**src/rtl/data_line_receiver.sv**
```systemverilog
// Serial frame receiver: header sync, fixed-length payload, even parity.
// One bit per clk; serial_in is resynchronized before use.
module data_line_receiver #(
  parameter int         DATA_BITS = 218,
  parameter logic [7:0] HEADER    = 8'b0111_1110
) (
  input  logic                 clk,
  input  logic                 rst_l,
  input  logic                 serial_in,
  input  logic                 game_active,
  output logic [DATA_BITS-1:0] data_out,
  output logic                 data_valid,
  output logic                 parity_err,
  output logic                 recv_busy
);

  localparam int CW = $clog2(DATA_BITS + 1);
  localparam logic [CW-1:0] LAST = CW'(DATA_BITS - 1);

  typedef enum logic [1:0] {
    IDLE,
    RECV,
    PARITY,
    DONE
  } state_t;

  state_t               state_q, state_d;
  logic                 sync1_q, sync2_q;
  logic                 sbit;
  logic [7:0]           hdr_q, hdr_d, hdr_next;
  logic [CW-1:0]        cnt_q, cnt_d;
  logic [DATA_BITS-1:0] pay_q, pay_d;
  logic [DATA_BITS-1:0] dout_q, dout_d;
  logic                 perr_q, perr_d;

  assign sbit     = sync2_q;
  assign hdr_next = {hdr_q[6:0], sbit};

  always_ff @(posedge clk or negedge rst_l) begin
    if (!rst_l) begin
      sync1_q <= 1'b0;
      sync2_q <= 1'b0;
      state_q <= IDLE;
      hdr_q   <= '0;
      cnt_q   <= '0;
      pay_q   <= '0;
      dout_q  <= '0;
      perr_q  <= 1'b0;
    end else begin
      sync1_q <= serial_in;
      sync2_q <= sync1_q;
      state_q <= state_d;
      hdr_q   <= hdr_d;
      cnt_q   <= cnt_d;
      pay_q   <= pay_d;
      dout_q  <= dout_d;
      perr_q  <= perr_d;
    end
  end

  always_comb begin
    state_d = state_q;
    hdr_d   = hdr_q;
    cnt_d   = cnt_q;
    pay_d   = pay_q;
    dout_d  = dout_q;
    perr_d  = perr_q;
    if (!game_active) begin
      state_d = IDLE;
      hdr_d   = '0;
      cnt_d   = '0;
      pay_d   = '0;
    end else begin
      unique case (state_q)
        IDLE: begin
          hdr_d = hdr_next;
          if (hdr_next == HEADER) begin
            state_d = RECV;
            cnt_d   = '0;
          end
        end
        RECV: begin
          pay_d = {pay_q[DATA_BITS-2:0], sbit};
          cnt_d = cnt_q + 1'b1;
          if (cnt_q == LAST) state_d = PARITY;
        end
        PARITY: begin
          dout_d  = pay_q;
          perr_d  = ^{pay_q, sbit};
          cnt_d   = '0;
          state_d = DONE;
        end
        DONE: begin
          // first bit after parity may already open the next header
          hdr_d   = {7'b0, sbit};
          state_d = IDLE;
        end
      endcase
    end
  end

  assign data_out   = dout_q;
  assign parity_err = perr_q;
  assign data_valid = (state_q == DONE);
  assign recv_busy  = (state_q == RECV) || (state_q == PARITY);

endmodule

```
**config.mk**
```make
export PLATFORM = sky130hd
export DESIGN_NAME = data_line_receiver
export DESIGN_NICKNAME = d
export VERILOG_FILES = /design/src/rtl/data_line_receiver.sv
export SDC_FILE = /design/constraint.sdc
export NUM_CORES = 1
export LEC_CHECK = 0
export CORE_UTILIZATION = 55
export DETAILED_ROUTE_END_ITERATION = 6
export GPL_ROUTABILITY_DRIVEN = 0
export PLACE_DENSITY = 0.78
export SYNTH_ARGS = -nofsm -noshare
export SYNTH_HDL_FRONTEND = slang
export SYNTH_SLANG_ARGS = --single-unit
export TNS_END_PERCENT = 30
```
**constraint.sdc**
```tcl
create_clock -name clk -period 2.3 [get_ports clk]
set_input_delay 0.23 -clock clk [delete_from_list [all_inputs] [get_ports clk]]
set_output_delay 0.23 -clock clk [all_outputs]
set_load 0.005 [all_outputs]
```
After elaboration in Yosys (flattened, before gate mapping)
Index checks and enable logic that the tools add are counted.
{"block": "word_totals", "ff_bits": 456, "in_bits": 4, "out_inout_bits": 221, "word_cells": 36}
{"block": "classes", "addsub": 1, "n_eq_ne": 10, "muxes": 11, "n_reduce_logical": 6}
{"operator": "218-bit 2-to-1 mux", "n": 2}
{"operator": "219-bit XOR reduction", "n": 1}
{"operator": "8-bit case mux with 3 select lines", "n": 1}
{"operator": "8-bit 2-to-1 mux", "n": 2}
{"operator": "7-bit case mux with 2 select lines", "n": 1}
{"operator": "8-bit by 1-bit adder with 8-bit output (second input constant)", "n": 1}
{"operator": "8-bit by 7-bit equality test with 1-bit output (second input constant)", "n": 1}
{"operator": "8-bit equality test (second input constant)", "n": 1}
{"operator": "2-bit case mux with 4 select lines", "n": 1}
{"operator": "7-bit 2-to-1 mux", "n": 1}
{"operator": "2-bit 2-to-1 mux", "n": 3}
{"operator": "3-bit inequality test (second input constant)", "n": 2}
{"operator": "2-bit AND reduction", "n": 3}
{"operator": "2-bit equality test (second input constant)", "n": 2}
{"operator": "4-bit by 1-bit inequality test with 1-bit output (second input constant)", "n": 1}
{"operator": "3-bit by 1-bit inequality test with 1-bit output (second input constant)", "n": 1}
{"operator": "2-bit by 1-bit equality test with 1-bit output (second input constant)", "n": 1}
{"operator": "2-bit logical NOT", "n": 1}
{"operator": "2-bit by 1-bit inequality test with 1-bit output (second input constant)", "n": 1}
{"operator": "1-bit logical OR", "n": 1}

Logic depth before layout (Yosys ltp)
Gate-level depths: netlist (run 1).
{"block": "logic_depth", "word_depth": 4, "depth_mapped": 8, "mapped_depth_nobuf": 8}

Worst setup path before layout (run 1)
Ideal clock, no wire load.
{"block": "synth_path", "path_kind": "register to register", "start": "reg state_q[1]", "end": "reg cnt_q[6]", "setup_ns": 0.096, "t_arrival_ns": 1.950, "t_required_ns": 2.204, "slack_ns": 0.254, "path_stages_with_launch": 8, "path_buffers": 3, "period_less_slack_ns": 2.046, "cell_sequence": "dfrtp_1 inv_1 ha_1 clkbuf_1 clkbuf_1 buf_1 nand3_1 o31ai_1"}
{"block": "synth_between", "elab_chain_len": 3, "word_cells_on_any_way": 8, "classes_between": "4 x eq/ne; 2 x mux; 2 x reduce/logical"}
{"element": "start, declared", "line": "27", "text": "state_t state_q, state_d;"}
{"element": "start signal, assigned", "line": "52", "text": "state_q <= state_d;"}
{"element": "2-bit equality test (tied with other cells)", "line": "74", "text": "unique case (state_q)"}
{"element": "8-bit case mux with 3 select lines (tied with other cells)", "line": "74"}
{"element": "8-bit 2-to-1 mux / 2-bit AND reduction (equally long branches)"}
{"element": "end signal, assigned", "line": "54", "text": "cnt_q <= cnt_d;"}
{"element": "end, declared", "line": "31", "text": "logic [CW-1:0] cnt_q, cnt_d;"}
Parallel ways exist; a longest one is shown, timed or not.
A chain may end at the register's enable or synchronous reset.

Worst setup path in the final report (run 1)
{"block": "layout_path", "start": "reg pay_q[197]", "end": "reg perr_q (netlist: parity_err)"}
{"block": "layout_between", "elab_chain_len": 1}
{"element": "start, declared", "line": "32", "text": "logic [DATA_BITS-1:0] pay_q, pay_d;"}
{"element": "start signal, assigned", "line": "55", "text": "pay_q <= pay_d;"}
{"element": "219-bit XOR reduction", "line": "89", "text": "perr_d = ^{pay_q, sbit};"}
{"element": "end signal, assigned", "line": "57", "text": "perr_q <= perr_d;"}
{"element": "end, declared", "line": "34", "text": "logic perr_q, perr_d;"}
No other way between the ends.

==> flow_metrics.tcl, run 1 <==
set metrics [dict create \
    synth_ff_type "dfrtp_1" \
    cts_made_buffers 47 \
    vdd_ir_drop_max_uv 786 \
    synth_seq_area_share_pct 56.8 \
    cp_max_fo 3 \
    diodes 0 \
    holdWs_ns 0.147 \
    powerDensity_mw_per_mm2 818 \
    h-tree-depth 2 \
    clock_latency_ns 0.56 \
    crit_arrival_ns 2.71 \
    dieWidth_um 193 \
    grt_pass1_vias 12000 \
    dpl.hpwl_um 26800 \
    portBuffers 224 \
    grt_max_degree 132 \
    ys_warn_count 0 \
    clkSlewWorstSetupHoldPaths_ns 0.06 \
    routedWlPerCell_um 18.2 \
    worst-r2r-setup-slack_ns 0.02 \
    dr.pass1.iters 7 \
    maxSlewViolCount 0 \
    place_ws_ns -0.0870 \
    critPathKind "reg2reg" \
    endpoint "parity_err" \
    regArea_mm2 0.0114 \
    critical_path.startpoint "pay_q[197]" \
    rows 69 \
    syn_area_mm2 0.0201 \
    remaining_drc_errors 16 \
    drtIter0Drc 524 \
    antenna_found_initial 0 \
    rsz0062_at_grt "true" \
    avgViaCountPerCell 5.25 \
    p_total_mw 20.5 \
    syn_area_per_cell_um2 13.6 \
    worstSetupStartpointType "register" \
    outcome "finished, violations left" \
    path_delay_family "XOR/XNOR gates" \
    vias 11700 \
    cp-end-kind "register" \
    fmax_mhz 438 \
    final.min_clock_period_ns 2.28 \
    grt_first_pass_wirelength_um 65400 \
    required_ns 2.73 \
    routed_wl_um 40500 \
    min_period_over_period_pct 99.2 \
    slowest_delay_ns 0.49 \
    crit_chain "xor2_2, xnor2_2, xnor2_1, xnor2_1, xnor2_1, xnor3_2, xnor3_1, o21ai_1" \
    syn_to_final_growth_pct 24.5 \
    hold_class "in2reg" \
    ys_types 28 \
    syn_nets 1486 \
    multiInputGateArea_mm2 0.00852 \
    cts_sinks 456 \
    r2r_cells 8 \
    cts_buffer_depth 3 \
    cp.depth 8 \
    reg2reg_to "parity_err" \
    synth_edf_count 0 \
    core-area_mm2 0.0357 \
    drive_gt1_share_pct 21.4 \
    setup_viol 0 \
    cp.buffers_inverters 0 \
    crit_path_frequent_cell "xnor2_1" \
    fp.dieArea_mm2 0.0373 \
    synthArstFlopShare_pct 100 \
    p_leak_nw 10.7 \
    slew_headroom_pct 53.7 \
    worstMarginPinSlew_ns 0.695 \
    overflow 0 \
    final_common_cell "dfrtp_1" \
    fin_ws_ns 0.0194 \
    root_buffer "clkbuf_16" \
    violations "DRC" \
    yosys_register_bits 456 \
    cp_slowest_cell "xnor3_2" \
    synthCells 1476 \
    cts_tree "done" \
    pin_count 225 \
    reg2reg_from "pay_q[197]" \
    hold_viol_final 0 \
    final_cell_mix "dfrtp_1, mux2i_1, clkdlybuf4s50_1" \
    drv_cap 0 \
    die_h_um 193 \
    holdPathStages 1 \
    grtUsageTotal_pct 22.2 \
    fin_skew_ns 0.0115 \
    filler_cell_count 2532 \
    ant_nets 0 \
    fin_nets 1743 \
    start_util_pct 56.2 \
]
worst min-delay path by stage:
stage | slack (ns) | from | end
6_report | 0.15 | serial_in | sync1_q
5_1_grt | 0.14 | serial_in | sync1_q
4_1_cts | 0.12 | serial_in | sync1_q
3_5_place_dp | 0.23 | rst_l | data_out[188]
3_3_place_gp | 0.23 | rst_l | data_out[187]
2_1_floorplan | -0.07 | rst_l | cnt_q[0]
metrics by stage:
| step | instance area, um^2 | std cells | TNS [ns] | utilization, % |
|---|---|---|---|---|
| floorplan | 20100 | 1476 | 0 | - |
| global placement | 23300 | 2140 | -0.0626 | 65.2 |
| detailed placement | 23300 | 2140 | -0.0870 | 65.2 |
| CTS | 24900 | 2229 | 0 | 69.7 |
| global route | 25000 | 2230 | -0.0634 | 70.0 |
| finish | 25000 | 2230 | 0 | 70.0 |
cells in the mapped netlist (3+ instances only):
cell type    n  area (um^2)
and3_1       3         18.8
buf_1       22         82.6
clkbuf_1    53          199
dfrtp_1    456        11400
ha_1         6         75.1
inv_1        3         11.3
mux2_2     218         2450
mux2i_1    225         2250
nand2_1      8         30.0
nand3_1      4         20.0
nand4_1      4         25.0
nor2_1      11         41.3
nor2b_1    219         1370
o21ai_0     12         60.1
o31ai_1      3         22.5
xnor2_1    187         1640
xor2_1      27          236
worst reg2reg max path, stage by stage (launching register included):
cell and delay [ns]:
dfrtp_2 0.44, xor2_2 0.20, xnor2_2 0.22, xnor2_1 0.12, xnor2_1 0.24, xnor2_1 0.17
xnor3_2 0.49, xnor3_1 0.21, o21ai_1 0.06
state kept, by name (all words and copies together), names as in the netlist:
name / flops
data_out: 218
pay_q: 218
cnt_q: 8
hdr_q: 7
state_q: 2
parity_err: 1
sbit: 1
sync1_q: 1
metal layers:
metal | GRT usage, % | share of wire, %
met5 | 0 | 0
met4 | 5.53 | 1.7
met3 | 4.45 | 5.1
met2 | 35.6 | 47
met1 | 31.2 | 46
cell type report:
type,instances,share of cell area (%)
clock buffers,71,5.63
clock inverters,14,0.590
inverters,3,0.0450
multi-input cells,942,34.1
flip-flops and latches,456,45.7
well taps,461,2.31
repair buffers,283,11.7
where the power goes:
group          internal (mW)  switching (mW)
registers               8.64           0.400
clock network           4.55            3.08
logic                   2.24            1.56
total                   15.4            5.04
kinds of logic after synthesis:
kind of cell / after synthesis / share of synthesized area (%)
DFF: 456 / 56.8
muxes: 443 / 23.4
and+or+nand+nor: 254 / 7.67
xor gates and xnor gates: 217 / 9.63
buffers and inverters: 78 / 1.46
AOI/OAI and AO/OA: 22 / 0.641
adders and majority gates: 6 / 0.374
timing repair:
action,in CTS,in global routing
gates resized for setup,10,15
hold endpoints to repair,64,0
buffers inserted,2,1
pin swaps,6,9
endpoints found under the setup margin,1,1
hold buffers,2,0
Note: power is estimated with default switching activity, not from simulation.
==> inputs of run 2 (changes only) <==
- CORE_ASPECT_RATIO: unset -> 1.75
- clock period: 2.3 -> 2.2 ns (I/O delays scaled with it)
==> run 2 against run 1 <==
Critical path depth grew 1. Die area about the same. Worst setup slack got worse by 0.13 ns. Fmax decreased by 1.1%. First-iteration DRC count down 22%. Via count is 3.3% higher. The flow finishes with violations (setup timing). Routed wire length is 3.4% higher.
==> flow_metrics.tcl, run 2 (synthesis results as in run 1) <==
set metrics [dict create \
    critPathKind "reg2reg" \
    routedWlPerCell_um 18.1 \
    avgViaCountPerCell 5.23 \
    final_cell_mix "dfrtp_1, mux2i_1, clkdlybuf4s50_1" \
    final.min_clock_period_ns 2.31 \
    cts_tree "done" \
    vdd_ir_drop_max_uv 658 \
    place_inst 2240 \
    clock_latency_ns 0.53 \
    vias 12100 \
    portBuffers 224 \
    grt_util_met2_pct 43.0 \
    grt_first_pass_wirelength_um 67700 \
    holdPathStages 1 \
    cts_buffer_depth 3 \
    overflow 0 \
    reg2reg_from "pay_q[117]" \
    min_from "serial_in" \
    grt_util_met3_pct 3.14 \
    syn_to_final_growth_pct 25.9 \
    grt_pass1_vias 12800 \
    instances_no_fill 2311 \
    crit_arrival_ns 2.76 \
    root_buffer "clkbuf_16" \
    p_leak_nw 11.1 \
    clkSlewWorstSetupHoldPaths_ns 0.06 \
    use_met1_pct 27.1 \
    slew_headroom_pct 44.7 \
    cts_sinks 456 \
    cts_made_buffers 41 \
    fp.dieArea_mm2 0.0373 \
    ant_nets 0 \
    hold_class "in2reg" \
    fmax_mhz 434 \
    rsz0062_at_grt "true" \
    p_total_mw 20.3 \
    required_ns 2.66 \
    cp_max_fo 4 \
    start_util_pct 55.8 \
    die_h_um 255 \
    fin_area_mm2 0.0253 \
    holdWs_ns 0.127 \
    finalSetupTns_ns -0.107 \
    rows 92 \
    r2r_cells 9 \
    grtUsageTotal_pct 22.9 \
    worstSetupStartpointType "register" \
    cp-end-kind "register" \
    drv_cap 0 \
    grt_max_degree 121 \
    outcome "finished, violations left" \
    worst-r2r-setup-slack_ns -0.11 \
    pin_count 225 \
    grt_most_used_layer "met2" \
    drive_gt1_share_pct 23.6 \
    dpl_cell_area_mm2 0.0239 \
    antenna_found_initial 0 \
    min_period_over_period_pct 105 \
    dpl.hpwl_um 28900 \
    routed_wl_um 41900 \
    final_common_cell "dfrtp_1" \
    dieWidth_um 146 \
    powerDensity_mw_per_mm2 803 \
    place_ws_ns -0.268 \
    post-cts-setup-buffers 0 \
    maxSlewViolCount 0 \
    hold_viol_final 0 \
    fin_ws_ns -0.107 \
    critical_path.startpoint "pay_q[117]" \
    dr.pass1.iters 4 \
    violations "setup timing" \
    fin_util_pct 70.2 \
    fin_skew_ns 0.00892 \
    worstMarginPinSlew_ns 0.829 \
    diodes 0 \
    drtIter0Drc 411 \
    h-tree-depth 2 \
    setup_viol 1 \
    remaining_drc_errors 0 \
    core-area_mm2 0.0360 \
    fin_nets 1825 \
    filler_cell_count 2592 \
]
-- run 2: path summary, 6_finish.rpt --
| kind | end |
|---|---|
| setup / recovery | parity_err |
| hold / removal | sync1_q |
| setup reg to reg | parity_err |
| hold reg to reg | sbit |
| max in group asynchronous | pay_q[119] |
| min in group asynchronous | data_out[189] |
-- run 2: layer usage --
| metal | part of all wire (%) | wire, um |
|---|---|---|
| met5 | 0 | 0 |
| met2 | 54 | 22600 |
| met1 | 40 | 16900 |
| met3 | 3.3 | 1390 |
| met4 | 2.5 | 1040 |
-- run 2: cell type report --
cell class,count,area (um^2),share of cell area (%)
sequential,456,11400,45.1
multi-input combinational,942,8450,33.4
timing repair buffer,371,3540,14.0
clock buffer,60,1190,4.69
tap,470,588,2.33
clock inverter,9,95.1,0.376
inverter,3,11.3,0.0445
-- run 2: report_power, final --
group          total [mW]  leakage (nW)  switching [mW]  internal, mW
sequential           9.43          6.25           0.398          9.03
combinational        3.92          4.19            1.62          2.30
clock                6.95         0.637            2.99          3.96
-- run 2: worst max-delay path, stage by stage, from the launching register on --
cell and delay [ns]:
dfrtp_1 0.44, xnor2_2 0.18, xnor2_2 0.23, buf_4 0.15
xnor2_1 0.12, xnor2_1 0.10, xnor2_1 0.26, xnor2_1 0.21
xnor3_1 0.44, o21ai_1 0.12
-- run 2: what timing repair did --
| item | in CTS | in global routing |
|---|---|---|
| endpoints found under the setup margin | 1 | 2 |
| hold endpoints to repair | 54 | 0 |
| hold buffers | 2 | 0 |
| pin swaps | 3 | 2 |
| gates resized for setup | 3 | 5 |
==> inputs of run 3 (changes only) <==
- CORE_UTILIZATION: 55 -> 51
- PLACE_DENSITY: 0.78 -> 0.76
- clock period: 2.2 -> 1.9 ns (I/O delays scaled with it)
==> run 3 against run 2 <==
The flow finishes with violations (DRC, setup timing). Routed wire length rose by 5.3%. Flip-flop and latch count did not move. Worst setup slack got worse by 0.33 ns. Global-route usage fell by 0.15 points. Power rose by 19%. Register-to-register slack got worse by 0.33 ns. Non-clock buffer count rose by 132. Die area rose by 7.8%. Combinational power rose by 23%. Critical path depth fell by 1. First-iteration DRC count rose by 14%. Final cell count rose by 6.6%.
==> flow_metrics.tcl, run 3 (synthesis results as in run 1) <==
set metrics [dict create \
    rsz0062_at_grt "true" \
    maxSlewViolCount 0 \
    fmax_mhz 428 \
    grt_max_degree 115 \
    post-cts-setup-buffers 0 \
    drtIter0Drc 469 \
    rows 95 \
    final.min_clock_period_ns 2.34 \
    avgViaCountPerCell 5.06 \
    dpl.hpwl_um 30900 \
    fin_nets 1959 \
    cts_tree "done" \
    drive_gt1_share_pct 29.0 \
    critPathKind "reg2reg" \
    slew_headroom_pct 68.3 \
    grtUsageTotal_pct 22.8 \
    worstMarginPinSlew_ns 0.475 \
    crit_arrival_ns 2.78 \
    p_total_mw 24.1 \
    grt_first_pass_wirelength_um 72900 \
    cts_sinks 456 \
    cts_buffer_depth 3 \
    ant_nets 0 \
    outcome "finished, violations left" \
    h-tree-depth 2 \
    min_period_over_period_pct 123 \
    die_h_um 265 \
    fp.dieArea_mm2 0.0402 \
    start_util_pct 52.0 \
    portBuffers 224 \
    clock_latency_ns 0.55 \
    dieWidth_um 152 \
    swShare_pct 25.2 \
    fin_ws_ns -0.439 \
    antenna_found_initial 0 \
    p_switching_mw 6.06 \
    p_leak_nw 11.9 \
    dpl_cell_area_mm2 0.0251 \
    seq_power_share_pct 45.2 \
    routed_wl_um 44100 \
    violations "DRC, setup timing" \
    required_ns 2.34 \
    syn_to_final_growth_pct 31.9 \
    powerDensity_mw_per_mm2 908 \
    combPwrFrac_pct 20.1 \
    dr.pass1.iters 7 \
    worstSetupStartpointType "register" \
    p_int_mw 18.0 \
    routedWlPerCell_um 17.9 \
    holdWs_ns 0.0995 \
    cts_made_buffers 43 \
    min_from "serial_in" \
    critical_path.startpoint "pay_q[214]" \
    remaining_drc_errors 42 \
    vias 12500 \
    overflow 0 \
    clkPwrFrac_pct 34.6 \
    fin_area_mm2 0.0265 \
    vdd_ir_drop_max_uv 847 \
    cp-end-kind "register" \
    reg2reg_from "pay_q[214]" \
    fin_skew_ns 0.0247 \
    clkSlewWorstSetupHoldPaths_ns 0.07 \
    core-area_mm2 0.0386 \
    pin_count 225 \
    hold_class "in2reg" \
    drv_cap 0 \
    setup_viol 1 \
    hold_viol_final 0 \
    diodes 0 \
    final_cell_mix "dfrtp_1, buf_4, mux2i_1" \
    final_common_cell "dfrtp_1" \
    grt_pass1_vias 13800 \
    root_buffer "clkbuf_16" \
    cp_max_fo 2 \
]
run 3: path summary, 6_finish.rpt:
check | endpoint | slack [ns] | depth (start not counted)
worst max-delay path | parity_err | -0.44 | 8
worst max register to register | parity_err | -0.44 | 8
min in group asynchronous | data_out[36] | 0.14 | 2
max in group asynchronous | pay_q[55] | 1.01 | 3
worst min register to register | sbit | 0.36 | 0
worst min-delay path | sync1_q | 0.1 | 1
run 3: critical path, stage by stage (launching register included):
cell     delay [ns]
dfrtp_1        0.41
xor2_2         0.21
xnor2_2        0.29
xnor2_2        0.17
xnor2_1        0.10
xnor2_1        0.25
xnor3_1        0.53
xnor3_1        0.23
o21ai_1        0.06
run 3: routing by layer:
metal  vias to the layer above  share of wire (%)  track usage, %
met5                         -                  0               0
met4                         0                2.6            7.45
met3                        62                4.8            4.04
met2                       231                 55            43.3
met1                      6298                 38            25.5
li1                       5882                  -               -
run 3: metrics by stage:
stage	TNS (ns)	instances	worst slack, ns	util (%)
after floorplan	-6.52	1476	-0.0855	-
after global placement	-0.581	2388	-0.581	64.9
after detailed placement	-0.641	2388	-0.641	64.9
after CTS	-0.465	2463	-0.465	68.5
after global routing	-0.515	2463	-0.515	68.6
final	-0.439	2463	-0.439	68.6
run 3: power groups by stage:
stage	clock [mW]	combinational (mW)	sequential, mW
CTS	8.58	4.91	10.9
floorplan	0	2.32	11.0
detailed placement	0	4.88	11.1
global route	8.91	5.14	11.0
finish	8.33	4.84	10.9
global placement	0	4.81	11.0
run 3: what timing repair did:
action	4_1_cts	5_1_grt
pin swaps	8	3
cloned	0	0
gates resized for setup	9	3
hold endpoints to repair	215	0
hold buffers	1	0
endpoints found under the setup margin	3	1
run 3: final cells by class:
| cell class | count | area (um^2) |
|---|---|---|
| clock buffers | 64 | 1250 |
| well taps | 485 | 607 |
| repair buffers | 503 | 4640 |
| inverters | 3 | 11.3 |
| flip-flops and latches | 456 | 11400 |
| clock inverters | 10 | 92.6 |
| fillers | 2807 | 12100 |
| multi-input cells | 942 | 8480 |
